File: config.mk
export PLATFORM = sky130hd
export DESIGN_NAME = instr_encoder
export DESIGN_NICKNAME = d
export VERILOG_FILES = /design/src/rtl/instr_encoder.sv
export SDC_FILE = /design/constraint.sdc
export NUM_CORES = 1
export LEC_CHECK = 0
export ABC_AREA = 1
export CORE_MARGIN = 2
export CORE_UTILIZATION = 66
export CTS_BUF_LIST = sky130_fd_sc_hd__clkbuf_8
export DETAILED_ROUTE_END_ITERATION = 8
export DONT_BUFFER_PORTS = 1
export PLACE_DENSITY = 0.82
export SYNTH_ARGS = -nofsm -noshare
export SYNTH_HDL_FRONTEND = slang
export SYNTH_SLANG_ARGS = --single-unit
export TNS_END_PERCENT = 1
File: constraint.sdc
create_clock -name clk -period 2.45 [get_ports clk]
set_input_delay 0.6125 -clock clk [delete_from_list [all_inputs] [get_ports clk]]
set_output_delay 0.6125 -clock clk [all_outputs]
set_load 0.01 [all_outputs]
File: src/rtl/instr_encoder.sv
// Packs operand/opcode field sets into 32-bit instruction words and streams them
// into instruction memory at consecutive addresses starting from a captured base.
module instr_encoder #(
  parameter int unsigned addr_width = 8
) (
  input  logic                  clk,
  input  logic                  reset_n,
  input  logic                  start,
  input  logic [addr_width-1:0] base_addr,
  input  logic [addr_width:0]   instr_count,
  input  logic                  in_valid,
  output logic                  in_ready,
  input  logic [4:0]            operation,
  input  logic                  fmt,
  input  logic [3:0]            src_a,
  input  logic [3:0]            src_b,
  input  logic [3:0]            src_c,
  input  logic [3:0]            dest,
  input  logic                  src_a_reg,
  input  logic                  src_b_reg,
  input  logic                  src_c_reg,
  input  logic                  saturate,
  input  logic                  no_shift,
  input  logic [4:0]            instr_shift,
  input  logic [7:0]            res_addr,
  output logic                  mem_we,
  input  logic                  mem_ready,
  output logic [addr_width-1:0] mem_addr,
  output logic [31:0]           mem_wdata,
  output logic                  busy,
  output logic                  done,
  output logic                  err
);

  typedef enum logic [1:0] {StIdle, StRun, StDone} state_e;

  state_e                state_q;
  logic [addr_width:0]   count_q;
  logic [addr_width:0]   accepted_q;
  logic [addr_width:0]   written_q;
  logic                  mem_we_q;
  logic [addr_width-1:0] mem_addr_q;
  logic [31:0]           mem_wdata_q;
  logic                  err_q;
  logic                  done_q;

  logic [31:0]         word;
  logic                illegal;
  logic                accept;
  logic                write_done;
  logic                last_write;
  logic [addr_width:0] written_inc;

  always_comb begin
    word        = '0;
    word[4:0]   = operation;
    word[5]     = fmt;
    word[10:6]  = {src_a_reg, src_a};
    word[15:11] = {src_b_reg, src_b};
    word[31]    = no_shift;
    if (!fmt) begin
      word[20:16] = {src_c_reg, src_c};
      word[24:21] = dest;
      word[29:25] = instr_shift;
      word[30]    = ~saturate;
    end else begin
      word[19:16] = dest;
      word[27:20] = res_addr;
    end
  end

  // Resource format has no slot for these fields, so any non-default value is flagged.
  assign illegal = fmt && ((src_c != 4'd0) || src_c_reg || (instr_shift != 5'd0) || !saturate);

  assign write_done  = mem_we_q & mem_ready;
  assign written_inc = written_q + 1'b1;
  assign last_write  = write_done && (written_inc == count_q);
  assign in_ready    = (state_q == StRun) && (accepted_q < count_q) && (!mem_we_q || mem_ready);
  assign accept      = in_valid & in_ready;

  always_ff @(posedge clk or negedge reset_n) begin
    if (!reset_n) begin
      state_q     <= StIdle;
      count_q     <= '0;
      accepted_q  <= '0;
      written_q   <= '0;
      mem_we_q    <= 1'b0;
      mem_addr_q  <= '0;
      mem_wdata_q <= '0;
      err_q       <= 1'b0;
      done_q      <= 1'b0;
    end else begin
      case (state_q)
        StIdle: begin
          done_q <= 1'b0;
          if (start) begin
            count_q    <= instr_count;
            mem_addr_q <= base_addr;
            accepted_q <= '0;
            written_q  <= '0;
            err_q      <= 1'b0;
            if (instr_count == '0) begin
              state_q <= StDone;
              done_q  <= 1'b1;
            end else begin
              state_q <= StRun;
            end
          end
        end
        StRun: begin
          if (write_done) begin
            mem_addr_q <= mem_addr_q + 1'b1;
            written_q  <= written_inc;
          end
          // A new accept reloads the output register in the same cycle the old word leaves.
          if (accept) begin
            mem_we_q    <= 1'b1;
            mem_wdata_q <= word;
            accepted_q  <= accepted_q + 1'b1;
            err_q       <= err_q | illegal;
          end else if (write_done) begin
            mem_we_q <= 1'b0;
          end
          if (last_write) begin
            state_q <= StDone;
            done_q  <= 1'b1;
          end
        end
        StDone: begin
          done_q  <= 1'b0;
          state_q <= StIdle;
        end
        default: state_q <= StIdle;
      endcase
    end
  end

  assign mem_we    = mem_we_q;
  assign mem_addr  = mem_addr_q;
  assign mem_wdata = mem_wdata_q;
  assign busy      = (state_q == StRun);
  assign done      = done_q;
  assign err       = err_q;

endmodule

* Word-level counts from Yosys, hierarchy flattened
Index checks and enable logic that the tools add are counted.
** Cells by class
- Add/subtract/negate cells :: 3
- $lt $le $gt $ge :: 1
- Reduce and logical (&&, ||, !) cells :: 24
- Eq/ne operators :: 7
- Mux-type cells :: 23
- Bitwise gates (word level) :: 4
** Operator list (number)
- case mux 9 bit (2 select lines) :: 2
- two-way mux 9 bit :: 3
- adder 9 x 1 -> 9 bit (second input constant) :: 2
- two-way mux 8 bit :: 2
- case mux 8 bit (2 select lines) :: 1
- two-way mux 12 bit :: 1
- AND reduction 2 bit :: 5
- equality test 9 bit :: 1
- zero test 9 bit :: 1
- < comparator 9 bit :: 1
- adder 8 x 1 -> 8 bit (second input constant) :: 1
- two-way mux 1 bit :: 7
- two-way mux 2 bit :: 3
- inequality test 2 x 1 -> 1 bit (second input constant) :: 3
- AND reduction 3 bit :: 2
- nonzero test 5 bit :: 1
- logical AND 1 bit :: 4
- logical OR 1 bit :: 4
- case mux 2 bit (2 select lines) :: 1
- nonzero test 2 bit :: 2
- nonzero test 4 bit :: 1
- two-way mux 3 bit :: 1
- case mux 1 bit (3 select lines) :: 1
- nonzero test 3 bit :: 1
- 9 further kinds :: 11
** Storage, ports and cells
- Register bits after elaboration :: 72
- Logic and storage cells :: 71

* Depth between registers and ports, before layout
Gate-level depths: netlist of run 1.
- Depth in word-level cells :: 8
- Gate-level depth with buffers :: 14
- Depth with buffers taken out :: 14

* Worst setup path before layout of run 1
OpenSTA, ideal clock, no wires.
- Kind :: reg-to-output
- Start :: register state_q[1]
- End :: output port in_ready
- Required time :: 1.837 ns
- Cell stages (with the launch flop) :: 7
- Buffers on the path :: 2
- Slack :: 0.396 ns
- Arrival :: 1.442 ns
- Path through :: dfrtp_1 > inv_1 > ha_1 > buf_4 > inv_2 > clkbuf_1 > nor3b_1
** Between the ends
- Cells in the longest elaborated chain, start to end :: 3
** RTL lines
- start, declared :: RTL line 37 : state_e state_q;
- start signal, assigned :: RTL line 83 : state_q <= StIdle;
- start signal, assigned :: RTL line 103 : state_q <= StDone;
- start signal, assigned :: RTL line 106 : state_q <= StRun;
- equality test 2 x 1 -> 1 bit
- via busy :: RTL line 30 : output logic busy,
- logical AND 1 bit (2 in series) :: RTL line 78 : assign in_ready = (state_q == StRun) && (accepted_q < count_q) && (!mem_we_q || mem_ready);
- end, declared :: RTL line 12 : output logic in_ready,
The timed path passes the listed nets, and every way through them passes these cells.

* Worst setup path after layout of run 1
- Start :: register count_q[4]
- End :: output port in_ready
** Between the ends
- Cells in the longest elaborated chain, start to end :: 3
** RTL lines
- start, declared :: RTL line 38 : logic [addr_width:0] count_q;
- start signal, assigned :: RTL line 97 : count_q <= instr_count;
- < comparator 9 bit :: RTL line 78
- logical AND 1 bit (2 in series) :: RTL line 78
Every way passes these cells.

==> results of run 1 <==
==> sequential cells by signal (all words and copies together) (netlist names) <==
| name | flops |
|---|---|
| mem_wdata | 32 |
| accepted_q | 9 |
| count_q | 9 |
| written_q | 9 |
| mem_addr | 8 |
| state_q | 2 |
| done | 1 |
| err | 1 |
| mem_we | 1 |
==> metal layers <==
| layer | up-vias | global-route usage, % | part of all wire, % |
|---|---|---|---|
| met4 | 0 | 11.7 | 2.7 |
| met1 | 1556 | 35.0 | 42 |
| li1 | 1644 | - | - |
| met3 | 21 | 6.22 | 6.9 |
| met5 | - | 0 | 0 |
| met2 | 114 | 42.6 | 49 |
==> power by group <==
group | leakage (nW) | internal, mW | total, mW | switching, mW
clock network | 0.0927 | 0.388 | 0.888 | 0.499
registers | 0.919 | 1.62 | 2.14 | 0.519
logic | 1.13 | 0.597 | 1.65 | 1.06
==> cells in the mapped netlist, drive strengths merged (6+ instances only) <==
cell type and number:
nand2 210, dfrtp 72, ha 14, a21oi 14, o22ai 7, clkbuf 6
nand3 36, buf 9, o21ai 36, nor2 34, inv 42
==> layout make-up <==
cell class                 count  area (µm²)  share of cell area, %
multi-input combinational    379        1970                   45.5
sequential                    72        1800                   41.6
inverter                      43         161                   3.73
clock buffer                   9         124                   2.86
timing repair buffer          13         118                   2.72
tap                           75        93.8                   2.17
clock inverter                 7        62.6                   1.44
==> stage by stage <==
step / worst slack [ns] / hold slack (ns)
final: 0.0402 / 0.139
after global routing: -0.0274 / 0.152
after CTS: 0.00433 / 0.150
after detailed placement: 0.287 / 0.319
after global placement: 0.365 / 0.320
after floorplan: 0.396 / 0.317
==> kinds of logic after synthesis <==
family,after synthesis,synth area share (%)
adder cells (fa/ha/maj),14,4.48
multiplexers,3,0.864
buffers and inverters,58,6.33
XOR/XNOR,6,1.34
AND/OR/NAND/NOR,290,31.3
flip-flops,72,46.1
AO/OA/AOI/OAI,66,9.66
==> worst paths after layout <==
check	startpoint	endpoint	slack, ns	cells after the start
max	count_q[4]	in_ready	0.04	8
min	reset_n	state_q[1]	0.14	1
max reg2reg	count_q[4]	mem_wdata[28]	0.32	12
min reg2reg	state_q[1]	state_q[1]	0.53	2
max in group asynchronous	reset_n	accepted_q[4]	2.02	1
min in group clk	src_a[1]	mem_wdata[7]	0.37	2
==> what timing repair did <==
action	4_1_cts	5_1_grt
hold buffers	1	0
setup endpoints to repair	1	1
gates resized for setup	6	18
setup buffers	2	5
hold endpoints to repair	72	0
pin swaps	3	3
==> reports/qor.csv, run 1 <==
stage;metric;value;unit
pwr;power density over the cells;1080;mW/mm²
pwr;Max VDD drop;736;µV
worst_setup_path;Crit. End Element;primary output;
global_route;Total Routing Usage GR;26.7;%
yosys;Mean Syn Cell Area;7.68;µm²
clocking;Clock transition at path regs;0.09;ns
sta;RSZ-0062 raised after global routing;yes;
placed_design;HPWL Detailed;6.13;mm
route;1st-iter DRT viols;227;
worst_setup_path;Worst EP required;1.84;ns
pwr;Leak Pwr;2.14;nW
yosys;Mapped Nets;585;
die;full die area;0.00656;mm²
global_route;vias in the first global route;2958;
final_layout;Layout Nets;594;
die;Ports;107;
placed_design;buffers added on ports;0;
die;Rows;28;
clocking;H-Tree Depth;3;
worst_setup_path;slowest CP cell;dfrtp_1;
yosys;Yosys cell types;38;
worst_setup_path;slowest stage delay, CP;0.39;ns
flow_run;Max Cap Viol;0;
yosys;Post-Syn Area;0.00391;mm²
worst_setup_path;crit path max fanout;3;
yosys;Synth Warn #;0;
route;Post-DRT Antenna Nets;0;
worst_setup_path;CP Launch Type;register;
final_layout;layout cells sized above 1;14.7;%
die;Initial Util;67.3;%
worst_setup_path;Crit Path Class;reg -> out;
worst_setup_path;crit path DAT;1.80;ns
final_layout;synthesis-to-finish area growth;10.7;%
final_layout;commonest non-fill, non-tap cells in the layout;nand2_1 (202), dfrtp_1 (71), nand3_1 (32), o21ai_0 (32), inv_1 (31);
pwr;overall power;4.68;mW
sta;worst slew pin tran;0.517;ns
die;Core Area;0.00582;mm²
yosys;Synth Flop Type;dfrtp_1;
global_route;first-pass GRT wire length;13.4;mm
global_route;initial antenna violation count;0;
yosys;top post-synthesis cells by area;dfrtp_1 (46%), nand2_1 (20%), ha_1 (4.5%), nand3_1 (4.2%), o21ai_0 (4.1%);
final_layout;Layout Cells excl Fill;598;
sta;Final Max Tran Viols;0;
clocking;clk_lat worst skew;0.35;ns
global_route;grt ovf;0;
clocking;CTS tree;built;
sta;Slew headroom;65.3;%
route;final WL;8.88;mm
sta;TNS Setup;0;ns
final_layout;Antenna Cells;0;
clocking;CTS Root Buffer Type;clkbuf_8;
route;TritonRoute pass-1 iters;4;
yosys;Synth area leader;dfrtp_1;
yosys;share of the synthesized area in the top cell type;46.1;%
die;die width;81.0;µm
final_layout;Final Cell Area;0.00433;mm²
yosys;sequential share of the synthesized area;46.1;%
die;die height;81.0;µm
yosys;EDFF count, synth;0;
yosys;Yosys reg bits;72;
route;Routed WL per cell;14.8;µm
global_route;largest net degree at the start of global routing;73;
final_layout;commonest non-fill, non-tap cell in the layout;nand2_1;
route;routed vias;3335;
sta;Max Clk Rate;0.415;GHz
sta;fin crit period;2.41;ns
clocking;Clock Sinks;72;
worst_setup_path;WP buf/inv;2;
sta;Setup violations, final;0;
clocking;TritonCTS buffer count;9;
placed_design;Area after DPL;0.00396;mm²
worst_hold_path;HP Class;in -> async;
placed_design;Cells after DPL;574;
sta;clk_skew;0.0111;ns
route;DR vias/cell;5.58;
worst_setup_path;CP top delay family;flip-flops;
final_layout;fill count;424;
outcome;outcome;finished, final reports clean;
sta;Tcrit/Tclk final;98.4;%
route;DR DRC count;0;
placed_design;RePlAce Congestion;0.835;
clocking;CTS max path bufs;2;
worst_setup_path;worst path cell trace;inv_2, ha_4, a21oi_2, o21ai_1, nand2_1, nand3_2, nor3b_2, buf_4;
yosys;Syn Inst Count;509;
yosys;asr flop ratio synth;100;%
final_layout;utilization after layout;74.5;%
sta;endpoints failing hold;0;
No activity file was read; power rests on OpenSTA's default activity.
==> run 2: changes to the inputs <==
SKIP_CTS_REPAIR_TIMING = 1   (was default)
==> reports/qor.csv, run 2 (synthesis results as in run 1) <==
stage;metric;value;unit;change
outcome;outcome;finished, final reports clean;;
clocking;CTS tree;built;;
clocking;clk_lat worst skew;0.36;ns;about the same
worst_setup_path;CP Launch Type;register;;
route;routed vias;3350;;+0.45%
pwr;overall power;4.65;mW;-0.60%
route;final WL;8.78;mm;-1.1%
sta;Final Max Tran Viols;0;;unchanged
route;Routed WL per cell;14.7;µm;-1.1%
global_route;initial antenna violation count;0;;unchanged
pwr;Leak Pwr;2.14;nW;about the same
sta;clk_skew;0.0115;ns;+0.000415 ns
final_layout;commonest non-fill, non-tap cell in the layout;nand2_1;;
final_layout;Largest register FFs;32;;unchanged
final_layout;Layout Nets;594;;unchanged
die;die width;81.0;µm;unchanged
sta;Slew headroom;65.9;%;+0.61 points
placed_design;dpl ws;0.287;ns;unchanged
sta;worst slew pin tran;0.511;ns;-0.00580 ns
global_route;vias in the first global route;2942;;-0.54%
route;DR vias/cell;5.60;;+0.45%
sta;Tcrit/Tclk final;99.0;%;+0.63 points
route;DR DRC count;0;;unchanged
worst_hold_path;HP Class;in -> async;;
global_route;largest net degree at the start of global routing;73;;unchanged
clocking;CTS Root Buffer Type;clkbuf_8;;
clocking;TritonCTS buffer count;9;;unchanged
worst_setup_path;crit path DAT;1.81;ns;about the same
final_layout;Antenna Cells;0;;unchanged
die;Rows;28;;unchanged
route;Post-DRT Antenna Nets;0;;unchanged
clocking;Clock Sinks;72;;unchanged
sta;endpoints failing hold;0;;unchanged
die;full die area;0.00656;mm²;unchanged
worst_setup_path;Crit. End Element;primary output;;
final_layout;Layout Cells excl Fill;598;;unchanged
die;Ports;107;;unchanged
sta;RSZ-0062 raised after global routing;yes;;
placed_design;HPWL Detailed;6.13;mm;unchanged
die;Core Area;0.00582;mm²;unchanged
worst_setup_path;Crit Path Class;reg -> out;;
flow_run;Max Cap Viol;0;;unchanged
die;die height;81.0;µm;unchanged
clocking;H-Tree Depth;3;;unchanged
worst_setup_path;Worst EP required;1.84;ns;about the same
clocking;CTS max path bufs;2;;unchanged
global_route;grt ovf;0;;unchanged
worst_setup_path;crit path max fanout;3;;unchanged
pwr;power density over the cells;1080;mW/mm²;-0.29%
route;TritonRoute pass-1 iters;4;;unchanged
die;Initial Util;67.3;%;unchanged
global_route;first-pass GRT wire length;13.2;mm;-1.3%
final_layout;fill count;430;;+1.4%
final_layout;commonest non-fill, non-tap cells in the layout;nand2_1 (202), dfrtp_1 (70), inv_1 (33);;
sta;fin crit period;2.43;ns;+0.0155 ns
clocking;Clock transition at path regs;0.09;ns;about the same
sta;Max Clk Rate;0.412;GHz;-0.64%
placed_design;RePlAce Congestion;0.835;;unchanged
route;1st-iter DRT viols;186;;-18%
placed_design;buffers added on ports;0;;unchanged
global_route;Total Routing Usage GR;26.3;%;-0.41 points
placed_design;Cells after DPL;574;;unchanged
sta;Setup violations, final;0;;unchanged
pwr;Max VDD drop;704;µV;-4.4%
final_layout;layout cells sized above 1;14.1;%;-0.57 points
final_layout;synthesis-to-finish area growth;10.4;%;
sta;setup ws final;0.0247;ns;-0.0155 ns
-- run 2: cell type report --
type	count	area [µm²]	area share, %
clock inverter	7	62.6	1.45
tap	75	93.8	2.17
clock buffer	9	124	2.87
sequential	72	1800	41.8
inverter	43	161	3.74
multi-input combinational	379	1950	45.3
timing repair buffer	13	118	2.72
-- run 2: metrics by stage --
step / util, % / hold slack, ns / setup TNS, ns / cell area [µm²]
after global placement: 68.0 / 0.320 / 0 / 3960
after detailed placement: 68.0 / 0.319 / 0 / 3960
after floorplan: - / 0.317 / 0 / 3910
after global routing: 74.2 / 0.158 / -0.0629 / 4320
final: 74.2 / 0.121 / 0 / 4320
after CTS: 71.2 / -0.0636 / -0.0913 / 4140
-- run 2: where the power goes --
group / internal [mW] / leakage, nW / switching (mW)
Clock: 0.388 / 0.0927 / 0.507
Combinational: 0.579 / 1.13 / 1.04
Sequential: 1.62 / 0.918 / 0.516
-- run 2: layer usage --
layer | vias to the layer above | global-route usage [%] | part of all wire, %
li1 | 1649 | - | -
met1 | 1559 | 34.9 | 42
met2 | 126 | 41.8 | 49
met3 | 16 | 6.22 | 6.8
met4 | 0 | 10.7 | 1.9
met5 | - | 0 | 0
-- run 2: worst paths after layout --
check	start	endpoint	slack [ns]	cells past startpoint
worst max-delay path	count_q[6]	in_ready	0.02	7
worst min-delay path	reset_n	written_q[4]	0.12	1
worst max register to register	count_q[6]	mem_wdata[28]	0.35	11
worst min register to register	state_q[1]	state_q[1]	0.54	2
max in group asynchronous	reset_n	accepted_q[6]	1.99	1
min in group clk	src_a[1]	mem_wdata[7]	0.36	2
-- run 2: critical path, stage by stage, from the launching register on --
cell and delay, ns:
dfrtp_1 0.39, inv_2 0.10, ha_4 0.22, a21oi_2 0.14, o21a_1 0.16, nand3_2 0.10, nor3b_2 0.20, buf_4 0.14
